--- src/rtl/tiny_dnn_seq.sv ---
// tiny_dnn_seq: address sequencer for a small dense layer.
// Walks i over the source vector for every output o and emits source/weight read
// addresses with an exec strobe. A delay line then emits one destination write
// strobe per output, OUT_LAT cycles after that output's last exec.
// Optional build macro TINY_DNN_SEQ_STALL_EN adds a stall input that holds the walk.
//
// state   | meaning
// IDLE    | waiting for start
// RUN     | issuing exec strobes, one per non-stalled cycle
// DRAIN   | all execs issued, waiting for the final outr/done
module tiny_dnn_seq #(
  parameter int OUT_LAT = 2
) (
  input  logic        clk,
  input  logic        reset,
  input  logic        start,
  input  logic [11:0] ss_m1,
  input  logic [11:0] ds_m1,
`ifdef TINY_DNN_SEQ_STALL_EN
  input  logic        stall,
`endif
  output logic        busy,
  output logic        done,
  output logic        exec,
  output logic [11:0] ia,
  output logic [23:0] wa,
  output logic        init,
  output logic        outr,
  output logic [11:0] oa
);

  localparam logic [1:0] S_IDLE  = 2'd0;
  localparam logic [1:0] S_RUN   = 2'd1;
  localparam logic [1:0] S_DRAIN = 2'd2;

  logic [1:0]         state;
  logic [11:0]        ss;
  logic [11:0]        ds;
  logic [11:0]        o;
  logic               hold;
  logic               row_end;
  logic               run_end;
  logic [OUT_LAT-1:0] dl_vld;
  logic [OUT_LAT-1:0] dl_last;
  logic [11:0]        dl_adr [OUT_LAT];

`ifdef TINY_DNN_SEQ_STALL_EN
  assign hold = stall;
`else
  assign hold = 1'b0;
`endif

  // ia doubles as the i counter; wa simply counts up because i walks contiguously.
  assign row_end = (ia == ss);
  assign run_end = row_end && (o == ds);
  assign busy    = (state != S_IDLE);

  // The delay line's final stage drives the write strobe, address and done directly.
  assign outr = dl_vld[OUT_LAT-1];
  assign done = dl_last[OUT_LAT-1];
  assign oa   = dl_adr[OUT_LAT-1];

  // Control FSM and address walk; exec/init are registered alongside the address.
  always_ff @(posedge clk) begin
    if (reset) begin
      state <= S_IDLE;
      ss    <= '0;
      ds    <= '0;
      o     <= '0;
      ia    <= '0;
      wa    <= '0;
      exec  <= 1'b0;
      init  <= 1'b0;
    end else begin
      case (state)
        S_IDLE: begin
          if (start) begin
            ss    <= ss_m1;
            ds    <= ds_m1;
            o     <= '0;
            ia    <= '0;
            wa    <= '0;
            exec  <= 1'b1;
            init  <= 1'b1;
            state <= S_RUN;
          end
        end
        S_RUN: begin
          if (exec && run_end) begin
            exec  <= 1'b0;
            init  <= 1'b0;
            state <= S_DRAIN;
          end else begin
            // Advance only past an address that was actually issued; a stalled
            // cycle keeps the pending address for the next exec.
            if (exec) begin
              if (row_end) begin
                ia <= '0;
                o  <= o + 12'd1;
              end else begin
                ia <= ia + 12'd1;
              end
              wa <= wa + 24'd1;
            end
            exec <= !hold;
            init <= !hold && (exec ? row_end : (ia == '0));
          end
        end
        S_DRAIN: begin
          if (done) state <= S_IDLE;
        end
        default: state <= S_IDLE;
      endcase
    end
  end

  // Output delay line; shifts every cycle regardless of stall.
  always_ff @(posedge clk) begin
    if (reset) begin
      dl_vld  <= '0;
      dl_last <= '0;
      for (int k = 0; k < OUT_LAT; k++) dl_adr[k] <= '0;
    end else begin
      dl_vld[0]  <= exec && row_end;
      dl_last[0] <= exec && run_end;
      dl_adr[0]  <= o;
      for (int k = 1; k < OUT_LAT; k++) begin
        dl_vld[k]  <= dl_vld[k-1];
        dl_last[k] <= dl_last[k-1];
        dl_adr[k]  <= dl_adr[k-1];
      end
    end
  end

endmodule

--- config.mk ---
export PLATFORM = sky130hd
export DESIGN_NAME = tiny_dnn_seq
export DESIGN_NICKNAME = d
export VERILOG_FILES = /design/src/rtl/tiny_dnn_seq.sv
export SDC_FILE = /design/constraint.sdc
export NUM_CORES = 1
export LEC_CHECK = 0
export ABC_AREA = 0
export BUFFER_PORTS_ARGS = -buffer_cell sky130_fd_sc_hd__buf_2
export CAP_MARGIN = 10
export CORE_UTILIZATION = 56
export DETAILED_ROUTE_END_ITERATION = 7
export GPL_ROUTABILITY_DRIVEN = 0
export GPL_TIMING_DRIVEN = 1
export PLACE_DENSITY = 0.91
export SETUP_SLACK_MARGIN = 0.5
export SLEW_MARGIN = 15
export SYNTH_ARGS = -nofsm -noshare
export SYNTH_HDL_FRONTEND = slang
export SYNTH_SLANG_ARGS = --single-unit
--- constraint.sdc ---
create_clock -name clk -period 2.6 [get_ports clk]
set_input_delay 0.52 -clock clk [delete_from_list [all_inputs] [get_ports clk]]
set_output_delay 0.52 -clock clk [all_outputs]
set_load 0.1 [all_outputs]
==> impl_metrics.csv, run 1 <==
group,metric,value,unit
run_status,status,"finished clean",
timing,rsz0062_at_grt,"true",
global_routing,grt_pass1_wl,17.8,mm
floorplan,initial_utilization,59.1,%
worst_setup_path,ff2ff_setup_slack,0.41,ns
clock_network,clock_path_buffers,2,
worst_setup_path,worstPathArrival,2.50,ns
placed_design,hpwl,7.58,mm
floorplan,dieArea,0.00870,mm²
worst_setup_path,cp-start-kind,"register",
clock_network,cts_made_buffers,9,
clock_network,root_buffer,"clkbuf_8",
clock_network,clkTransAtPathRegs,0.10,ns
worst_hold_path,min_to,"ds[2]",
global_routing,grt_overflow,0,
route,dr_total_vias,4328,
floorplan,fp.dieW,93.3,µm
worst_setup_path,end_kind,"register",
route,drcViolationCount,0,
worst_setup_path,required,2.91,ns
logic_synthesis,ys_types,53,
worst_setup_path,path_buf_inv,1,
worst_setup_path,max_stage_delay,0.41,ns
timing,setup_viol,0,
clock_network,clk_latency,0.39,ns
finish,fin_util,69.6,%
floorplan,row_count,32,
route,drt_iter0_drc,383,
logic_synthesis,synthTopCellsByArea,"dfxtp_1, nand2_1, a21oi_1, nor2b_1, nand3_1",
floorplan,ioPinCount,80,
timing,maxSlewViolCount,0,
route,ant_nets,0,
floorplan,die_h,93.3,µm
clock_network,cts_tree,"built",
logic_synthesis,synth_area_leader_cell,"dfxtp_1",
floorplan,coreArea,0.00789,mm²
worst_hold_path,hold_path_class,"in2reg",
worst_setup_path,cp_cell_sequence,"xor2_1, nor4_2, buf_4, nand3_4, o31a_1, or3_1, a21oi_1",
finish,area_delta_synth_final,17.7,%
worst_setup_path,r2r-end,"o[7]",
finish,final_common_cell,"nand2_1",
worst_setup_path,crit_family,"simple AND/OR/NAND/NOR gates",
timing,hold_viol_final,0,
clock_network,h-tree-depth,3,
route,wl_per_cell,15.7,µm
route,dr.pass1.iters,8,
finish,nets,648,
route,routed_wl,11.3,mm
logic_synthesis,netlist_area,0.00466,mm²
job,max_cap_violations,0,
logic_synthesis,yosysWarnings,0,
finish,num-fill-cells,584,
placed_design,numPortBuffers,79,
logic_synthesis,syn_nets,579,
global_routing,grt_pass1_vias,3837,
finish,mostFrequentLayoutCells,"nand2_1, buf_2, dfxtp_1, a21oi_1, nand3_1",
logic_synthesis,synthFlopType,"dfxtp_1",
worst_setup_path,cpMaxStageDelayCell,"nor4_2",
worst_setup_path,worstSetupPathType,"reg2reg",
timing,fmax,457,MHz
power_and_ir_drop,peakVddDrop,339,µV
worst_hold_path,min_from,"ds_m1[2]",
global_routing,grt_max_degree,31,
global_routing,track_usage,26.0,%
worst_setup_path,worstPathMaxFanout,6,
power_and_ir_drop,leakagePower,0.00235,µW
route,vias_per_cell,5.99,
worst_hold_path,min_path_cells,3,
timing,fin_worst_skew,0.0164,ns
global_routing,antenna_found_initial,0,
logic_synthesis,netlist.area_leader.share,44.6,%
timing,tightest_slew,0.536,ns
logic_synthesis,synthArstFlopShare,0,%
power_and_ir_drop,finalPower,2970,µW
worst_setup_path,r2r.worst_path.cells,7,
timing,min_period,2.19,ns
logic_synthesis,syn_inst,548,
clock_network,cts.sinks,104,
logic_synthesis,seq_area_frac_synth,44.6,%
finish,drive_gt1_share,27.9,%
logic_synthesis,syn_area_per_cell,8.51,µm²
worst_setup_path,r2r_start,"ia[1]",
power_and_ir_drop,power_density,542,mW/mm²
logic_synthesis,synth_edf_count,0,
finish,antenna_cells,0,
timing,slew_headroom,64.2,%
logic_synthesis,synth_seq_cells,104,
timing,period_share,84.1,%
timing,fin_tns_setup,0,ns
-- report_power, final --
part | total (µW) | internal [µW] | switching (µW)
combinational | 394 | 140 | 254
clock | 940 | 360 | 580
sequential | 1640 | 1610 | 28.4
total | 2970 | 2110 | 863
-- Yosys cell counts, types with 3 or more instances --
| library cell | n |
|---|---|
| buf_4 | 13 |
| a41oi_1 | 5 |
| a211o_1 | 3 |
| nor4_1 | 6 |
| o31ai_1 | 10 |
| nor2_1 | 22 |
| and2_1 | 7 |
| or3_1 | 7 |
| o21ai_1 | 3 |
| xnor2_1 | 12 |
| xor2_1 | 12 |
| clkbuf_1 | 17 |
| and4_1 | 3 |
| nand3_1 | 31 |
| a31oi_1 | 20 |
| nor3_1 | 10 |
| dfxtp_1 | 104 |
| nand2_1 | 82 |
| o22ai_1 | 3 |
| and3_1 | 14 |
| nand4_1 | 6 |
| o21ai_0 | 6 |
| o21a_1 | 4 |
| buf_2 | 11 |
| a22oi_1 | 3 |
| a21oi_1 | 46 |
| o211ai_1 | 5 |
| inv_1 | 12 |
| mux2_2 | 4 |
| ha_1 | 4 |
| nor2b_1 | 26 |
| a21o_1 | 9 |
-- layout make-up --
class,count,area (µm²),share of cell area [%]
Multi-Input combinational cell,388,2390,43.6
Sequential cell,104,2160,39.3
Timing Repair Buffer,101,584,10.6
Tap cell,102,128,2.33
Clock buffer,9,124,2.26
Clock inverter,6,53.8,0.981
Inverter,13,48.8,0.889
-- registers in the layout (all words and copies together) (netlist names) --
name and cells:
ia 12, wa 24, dl_vld 2, dl_last 2, dl_adr 24, ds 12
exec 1, state 2, init 1, ss 12, o 12
-- worst min-delay path, stage by stage --
cell     delay, ns
buf_2         0.09
nand2_1       0.05
a21oi_1       0.05
-- logic make-up after synthesis --
logic type,synth area share [%]
AOI/OAI and AO/OA,17.4
xor gates and xnor gates,4.51
adders and majority gates,1.07
buffers and inverters,5.85
DFF,44.6
muxes,1.18
and+or+nand+nor,25.3
-- layer usage --
metal | wire length, µm | track usage [%]
met4 | 282 | 10.4
met1 | 4690 | 31.9
met2 | 5520 | 43.3
met3 | 852 | 6.67
met5 | 0 | 0
-- metrics by stage --
stage	std cells	hold WS [ns]	worst slack, ns	instance area [µm²]
3_3_place_gp	697	0.418	0.491	5150
2_1_floorplan	548	0.414	0.501	4790
3_5_place_dp	697	0.426	0.397	5150
5_1_grt	723	0.375	0.314	5490
4_1_cts	712	0.362	0.494	5330
6_report	723	0.370	0.413	5490
-- worst max path at each step --
stage	from	end	slack [ns]	cells after the start
2_1_floorplan	ia[4]	o[2]	0.50	9
6_report	ia[1]	o[7]	0.41	7
3_3_place_gp	ia[8]	o[1]	0.49	6
5_1_grt	ia[1]	o[7]	0.31	7
3_5_place_dp	ia[8]	o[1]	0.40	6
4_1_cts	ia[8]	o[7]	0.49	6
-- repair_timing --
item                                    4_1_cts  5_1_grt
buffers inserted                              0       11
pin swaps                                     0        5
endpoints found under the setup margin       31       36
gates resized for setup                       3       12
hold buffers                                  0        0
Power figures use the tool's default switching activity.
==> inputs of run 2 (changes only) <==
Clock period 2.6 ns to 2.15 ns, I/O delays scaled along.
==> run 2 against run 1 <==
Die area is the same. Sequential power grew 20%. Flip-flop and latch count is the same. Cell count grew 3.5%. Routed wire length grew 34%. Global-route usage grew 6.8 points. Register-to-register slack lost 0.40 ns. Via count grew 13%. Sequential share of layout area shrank 4.1 points. Critical endpoint is now ia[0]. Largest cell class unchanged. Largest power group unchanged.
==> impl_metrics.csv, run 2 (same netlist as run 1, synthesis figures left out) <==
group,metric,value,unit
global_routing,grt_overflow,0,
route,wl_per_cell,20.4,µm
placed_design,numPortBuffers,79,
timing,fin_worst_skew,0.0156,ns
global_routing,antenna_found_initial,0,
worst_setup_path,worstSetupPathType,"reg2reg",
power_and_ir_drop,finalPower,3830,µW
floorplan,row_count,32,
placed_design,placed_area,0.00528,mm²
power_and_ir_drop,pwr-share-clk,31.8,%
timing,rsz0062_at_grt,"true",
route,ant_nets,0,
worst_setup_path,end_kind,"register",
power_and_ir_drop,switching_share,31.4,%
worst_setup_path,ff2ff_setup_slack,0.01,ns
floorplan,coreArea,0.00789,mm²
worst_hold_path,hold_path_class,"in2reg",
run_status,status,"finished clean",
global_routing,track_usage,32.7,%
route,drcViolationCount,0,
worst_setup_path,crit_end,"ia[0]",
route,dr_total_vias,4902,
timing,min_period,2.14,ns
finish,final_common_cell,"nand2_1",
route,dr.pass1.iters,7,
finish,fin_area,0.00627,mm²
worst_setup_path,r2r_start,"ss[8]",
power_and_ir_drop,power_density,612,mW/mm²
power_and_ir_drop,peakVddDrop,365,µV
worst_setup_path,worstPathMaxFanout,6,
clock_network,clk_latency,0.40,ns
finish,fin_util,79.4,%
worst_setup_path,crit_start,"ss[8]",
floorplan,initial_utilization,59.1,%
finish,antenna_cells,0,
job,max_cap_violations,0,
floorplan,die_h,93.3,µm
timing,fmax,468,MHz
finish,area_delta_synth_final,34.4,%
timing,slew_headroom,61.8,%
worst_setup_path,cp_cell_sequence,"xor2_2, nor4_2, buf_4, and3_4, buf_12, a21oi_4, buf_6, nand2b_4, mux2i_1",
clock_network,clkTransAtPathRegs,0.11,ns
power_and_ir_drop,power.switching,1200,µW
power_and_ir_drop,pwr-share-seq,51.5,%
global_routing,grt_pass1_vias,4502,
timing,maxSlewViolCount,0,
timing,hold_viol_final,0,
power_and_ir_drop,leakagePower,0.00253,µW
clock_network,h-tree-depth,3,
clock_network,root_buffer,"clkbuf_8",
floorplan,ioPinCount,80,
finish,nets,672,
clock_network,cts_tree,"built",
worst_setup_path,r2r.worst_path.cells,9,
timing,setup_viol,0,
timing,tightest_slew,0.572,ns
worst_setup_path,required,2.45,ns
route,drt_iter0_drc,714,
power_and_ir_drop,power_frac_comb,16.7,%
global_routing,grt_pass1_wl,22.0,mm
worst_setup_path,worstPathArrival,2.44,ns
clock_network,clock_path_buffers,2,
floorplan,dieArea,0.00870,mm²
worst_setup_path,r2r-end,"ia[0]",
finish,drive_gt1_share,39.6,%
finish,mostFrequentLayoutCells,"nand2_1, dfxtp_1, buf_2, buf_4, a21oi_1",
timing,fin_hold_ws,0.256,ns
clock_network,cts_made_buffers,9,
route,vias_per_cell,6.55,
floorplan,fp.dieW,93.3,µm
worst_setup_path,cpMaxStageDelayCell,"dfxtp_2",
global_routing,grt_max_degree,57,
clock_network,cts.sinks,104,
finish,top_regs,"dl_adr (24), wa (24)",
route,routed_wl,15.2,mm
worst_setup_path,cp-start-kind,"register",
worst_setup_path,max_stage_delay,0.35,ns
timing,fin_tns_setup,0,ns
worst_setup_path,crit_family,"simple AND/OR/NAND/NOR gates",
timing,period_share,99.3,%
worst_setup_path,path_buf_inv,3,
placed_design,hpwl,7.68,mm
power_and_ir_drop,internal_power,2630,µW
worst_setup_path,cp.depth,9,
run 2: cell types whose count changed in the layout (fill, tap and decap cells not counted), moves of 6 or more:
cell	previous run	this run
buf_6	1	10
dfxtp_1	73	59
a21oi_2	2	10
dfxtp_4	14	27
buf_2	78	49
buf_4	20	44
xor2_1	10	4
clkbuf_4	0	12
xor2_2	2	8
a21oi_1	45	34
run 2: power by group through the flow:
| stage | Clock (µW) | Sequential, µW | Combinational (µW) |
|---|---|---|---|
| after global placement | 0 | 2010 | 399 |
| after floorplan | 0 | 2050 | 277 |
| final | 1220 | 1970 | 640 |
| after CTS | 1200 | 1970 | 571 |
| after global routing | 1300 | 1980 | 667 |
| after detailed placement | 0 | 2010 | 413 |
run 2: per-layer routing:
| metal | vias up | track usage [%] | share of wire (%) |
|---|---|---|---|
| li1 | 2117 | - | - |
| met1 | 2253 | 38.4 | 36 |
| met2 | 412 | 54.5 | 48 |
| met3 | 120 | 7.40 | 10 |
| met4 | 0 | 19.6 | 6.2 |
| met5 | - | 0 | 0 |
run 2: what timing repair did:
action	in CTS	in global routing
setup buffers	19	4
cloned	6	2
endpoints found under the setup margin	70	70
pin swaps	20	18
hold endpoints to repair	0	0
hold buffers	0	0
gates resized for setup	72	54
run 2: through the flow:
stage | setup slack [ns] | std cells
after floorplan | 0.104 | 548
after global placement | 0.137 | 701
after detailed placement | 0.00327 | 701
after CTS | 0.194 | 742
after global routing | -0.0351 | 748
final | 0.0142 | 748
run 2: worst min-delay path, stage by stage:
cell and delay (ns):
buf_2 0.10, nand2_1 0.05, a21oi_1 0.05
run 2: worst min path at each step:
stage	startpoint	endpoint	slack, ns	cells past startpoint
2_1_floorplan	dl_adr[0][0]	dl_adr[0][12]	0.41	1
3_3_place_gp	dl_last[0]	dl_last[1]	0.42	1
3_5_place_dp	dl_last[0]	dl_last[1]	0.42	1
4_1_cts	ss_m1[11]	ss[11]	0.26	3
5_1_grt	ss_m1[11]	ss[11]	0.25	3
6_report	ss_m1[11]	ss[11]	0.26	3
run 2: layout make-up:
type | instances | area, µm²
Clock inverter | 6 | 57.6
Clock buffer | 10 | 128
Tap cell | 102 | 128
Sequential cell | 104 | 2210
Timing Repair Buffer | 121 | 911
Fill cell | 452 | 1620
Inverter | 13 | 52.6
Multi-Input combinational cell | 392 | 2780
==> inputs of run 3 (changes only) <==
Settings changed: ABC_AREA 0 to 1, CORE_UTILIZATION 56 to 57.
==> run 3 against run 2 <==
The flow now finishes with violations (design-rule violations). Worst setup slack better by 0.077 ns. Routed wire length is 19% higher. Maximum frequency is 3.7% higher. Sequential power is 9% higher. Clock skew is 0.0042 ns higher. Via count is 22% higher. Final area is 11% higher. Critical endpoint is now o[2]. Largest cell class unchanged. Highest routed layer unchanged.
==> impl_metrics.csv, run 3 <==
group,metric,value,unit
run_status,status,"finished with violations",
run_status,violations,"design-rule violations",
worst_setup_path,worstPathMaxFanout,6,
finish,area_delta_synth_final,32.7,%
clock_network,clock_path_buffers,2,
clock_network,cts_made_buffers,9,
route,drt_iter0_drc,625,
clock_network,holdBufCountCts,0,
logic_synthesis,synth_seq_cells,104,
floorplan,dieArea,0.00959,mm²
worst_hold_path,hold_path_class,"in2reg",
timing,fin_worst_skew,0.0198,ns
logic_synthesis,syn_nets,809,
global_routing,antenna_found_initial,0,
clock_network,h-tree-depth,3,
route,wl_per_cell,18.2,µm
finish,mostFrequentLayoutCells,"nor2_1, nand2_1, inv_1, nand3_1, dfxtp_1",
floorplan,row_count,34,
route,drcViolationCount,8,
floorplan,ioPinCount,80,
clock_network,clkTransAtPathRegs,0.12,ns
finish,nets,915,
worst_setup_path,worstPathArrival,2.33,ns
logic_synthesis,synthArstFlopShare,0,%
logic_synthesis,synth.most_common_cell,"nor2_1",
timing,fin_hold_ws,0.292,ns
clock_network,cts_tree,"built",
logic_synthesis,synthFlopType,"dfxtp_1",
logic_synthesis,syn_inst,778,
clock_network,clk_latency,0.39,ns
finish,top_regs,"dl_adr (24), wa (24)",
power_and_ir_drop,power_density,668,mW/mm²
logic_synthesis,netlist.area_leader.share,39.7,%
worst_hold_path,min_path_cells,3,
logic_synthesis,synthTopCellsByArea,"dfxtp_1, nor2_1, nand2_1, nand3_1, inv_1",
timing,rsz0062_at_grt,"true",
floorplan,fp.dieW,98.0,µm
floorplan,coreArea,0.00881,mm²
route,routed_wl,18.1,mm
worst_setup_path,worstSetupPathType,"reg2reg",
job,max_cap_violations,0,
power_and_ir_drop,leakagePower,0.00288,µW
global_routing,grt_max_degree,55,
timing,fin_tns_setup,0,ns
timing,slew_headroom,58.1,%
timing,min_period,2.06,ns
global_routing,track_usage,31.0,%
route,vias_per_cell,6.01,
timing,fmax,486,MHz
route,ant_nets,0,
global_routing,grt_pass1_vias,5073,
finish,antenna_cells,0,
timing,hold_viol_final,0,
finish,final_common_cell,"nor2_1",
logic_synthesis,synth_area_leader_cell,"dfxtp_1",
timing,tightest_slew,0.629,ns
worst_setup_path,r2r.worst_path.cells,10,
timing,period_share,95.8,%
timing,maxSlewViolCount,0,
logic_synthesis,synth_edf_count,0,
finish,drive_gt1_share,36.1,%
clock_network,cts.sinks,104,
logic_synthesis,yosysWarnings,0,
logic_synthesis,netlist_area,0.00525,mm²
placed_design,hpwl,8.27,mm
route,dr_total_vias,5993,
worst_setup_path,required,2.42,ns
route,dr.pass1.iters,8,
logic_synthesis,seq_area_frac_synth,39.7,%
logic_synthesis,ys_types,37,
logic_synthesis,ys_top_cells_by_count,"nor2_1, nand2_1, dfxtp_1",
global_routing,grt_overflow,0,
clock_network,root_buffer,"clkbuf_8",
power_and_ir_drop,peakVddDrop,402,µV
floorplan,initial_utilization,59.6,%
floorplan,die_h,98.0,µm
logic_synthesis,syn_area_per_cell,6.74,µm²
timing,setup_viol,0,
global_routing,grt_pass1_wl,23.9,mm
placed_design,numPortBuffers,79,
worst_setup_path,end_kind,"register",
worst_setup_path,cp-start-kind,"register",
==> run 3: path summary, 6_finish.rpt <==
check                    start             to  slack, ns
hold / removal        ss_m1[3]          ss[3]       0.29
hold reg to reg   dl_adr[0][2]  dl_adr[0][14]       0.41
setup / recovery      state[0]           o[2]       0.09
setup reg to reg      state[0]           o[2]       0.09
==> run 3: metal layers <==
metal  share of wire [%]  track usage, %
met5                   0               0
met1                  36            38.3
met3                  11            5.58
met2                  46            51.0
met4                 7.2            17.2
==> run 3: layout make-up <==
cell class / count / area (µm²)
clock buffers: 9 / 124
clock inverters: 7 / 83.8
fillers: 573 / 1840
inverters: 75 / 304
multi-input cells: 556 / 3080
flip-flops and latches: 104 / 2200
well taps: 108 / 135
repair buffers: 138 / 1040
==> run 3: cells by family after synthesis <==
group	after synthesis	share of synthesized area [%]
AND/OR/NAND/NOR	430	35.0
adder cells (fa/ha/maj)	4	0.954
XOR/XNOR	32	5.48
buffers and inverters	121	10.2
flip-flops	104	39.7
AO/OA/AOI/OAI	87	8.63
==> run 3: power by group <==
group | total [µW] | switching [µW] | internal [µW]
sequential | 2140 | 121 | 2020
combinational | 1180 | 804 | 375
clock | 1330 | 768 | 564
total | 4650 | 1690 | 2960
==> run 3: stage by stage <==
stage | setup slack [ns] | power [µW] | utilization [%] | area, µm² | instances
after floorplan | 0.282 | 2840 | - | 5390 | 778
after global placement | 0.132 | 2970 | 64.9 | 5720 | 929
after detailed placement | 0.134 | 2980 | 64.9 | 5720 | 929
after CTS | 0.412 | 4400 | 73.2 | 6450 | 980
after global routing | 0.0424 | 4790 | 79.1 | 6960 | 997
final | 0.0908 | 4650 | 79.1 | 6960 | 997
==> run 3: repair_timing <==
action	in CTS	in global routing
gates cloned	5	0
buffers inserted	30	17
resized for setup	71	123
endpoints found under the setup margin	62	99
pin swaps	24	27
==> run 3: critical path: stages (launching register included) <==
cell and delay, ns:
dfxtp_1 0.39, inv_1 0.08, nor2_2 0.16, buf_6 0.16, inv_2 0.04, o21bai_1 0.38
a21oi_4 0.11, buf_6 0.17, nand3_1 0.08, nand2_1 0.08, nor2_1 0.27
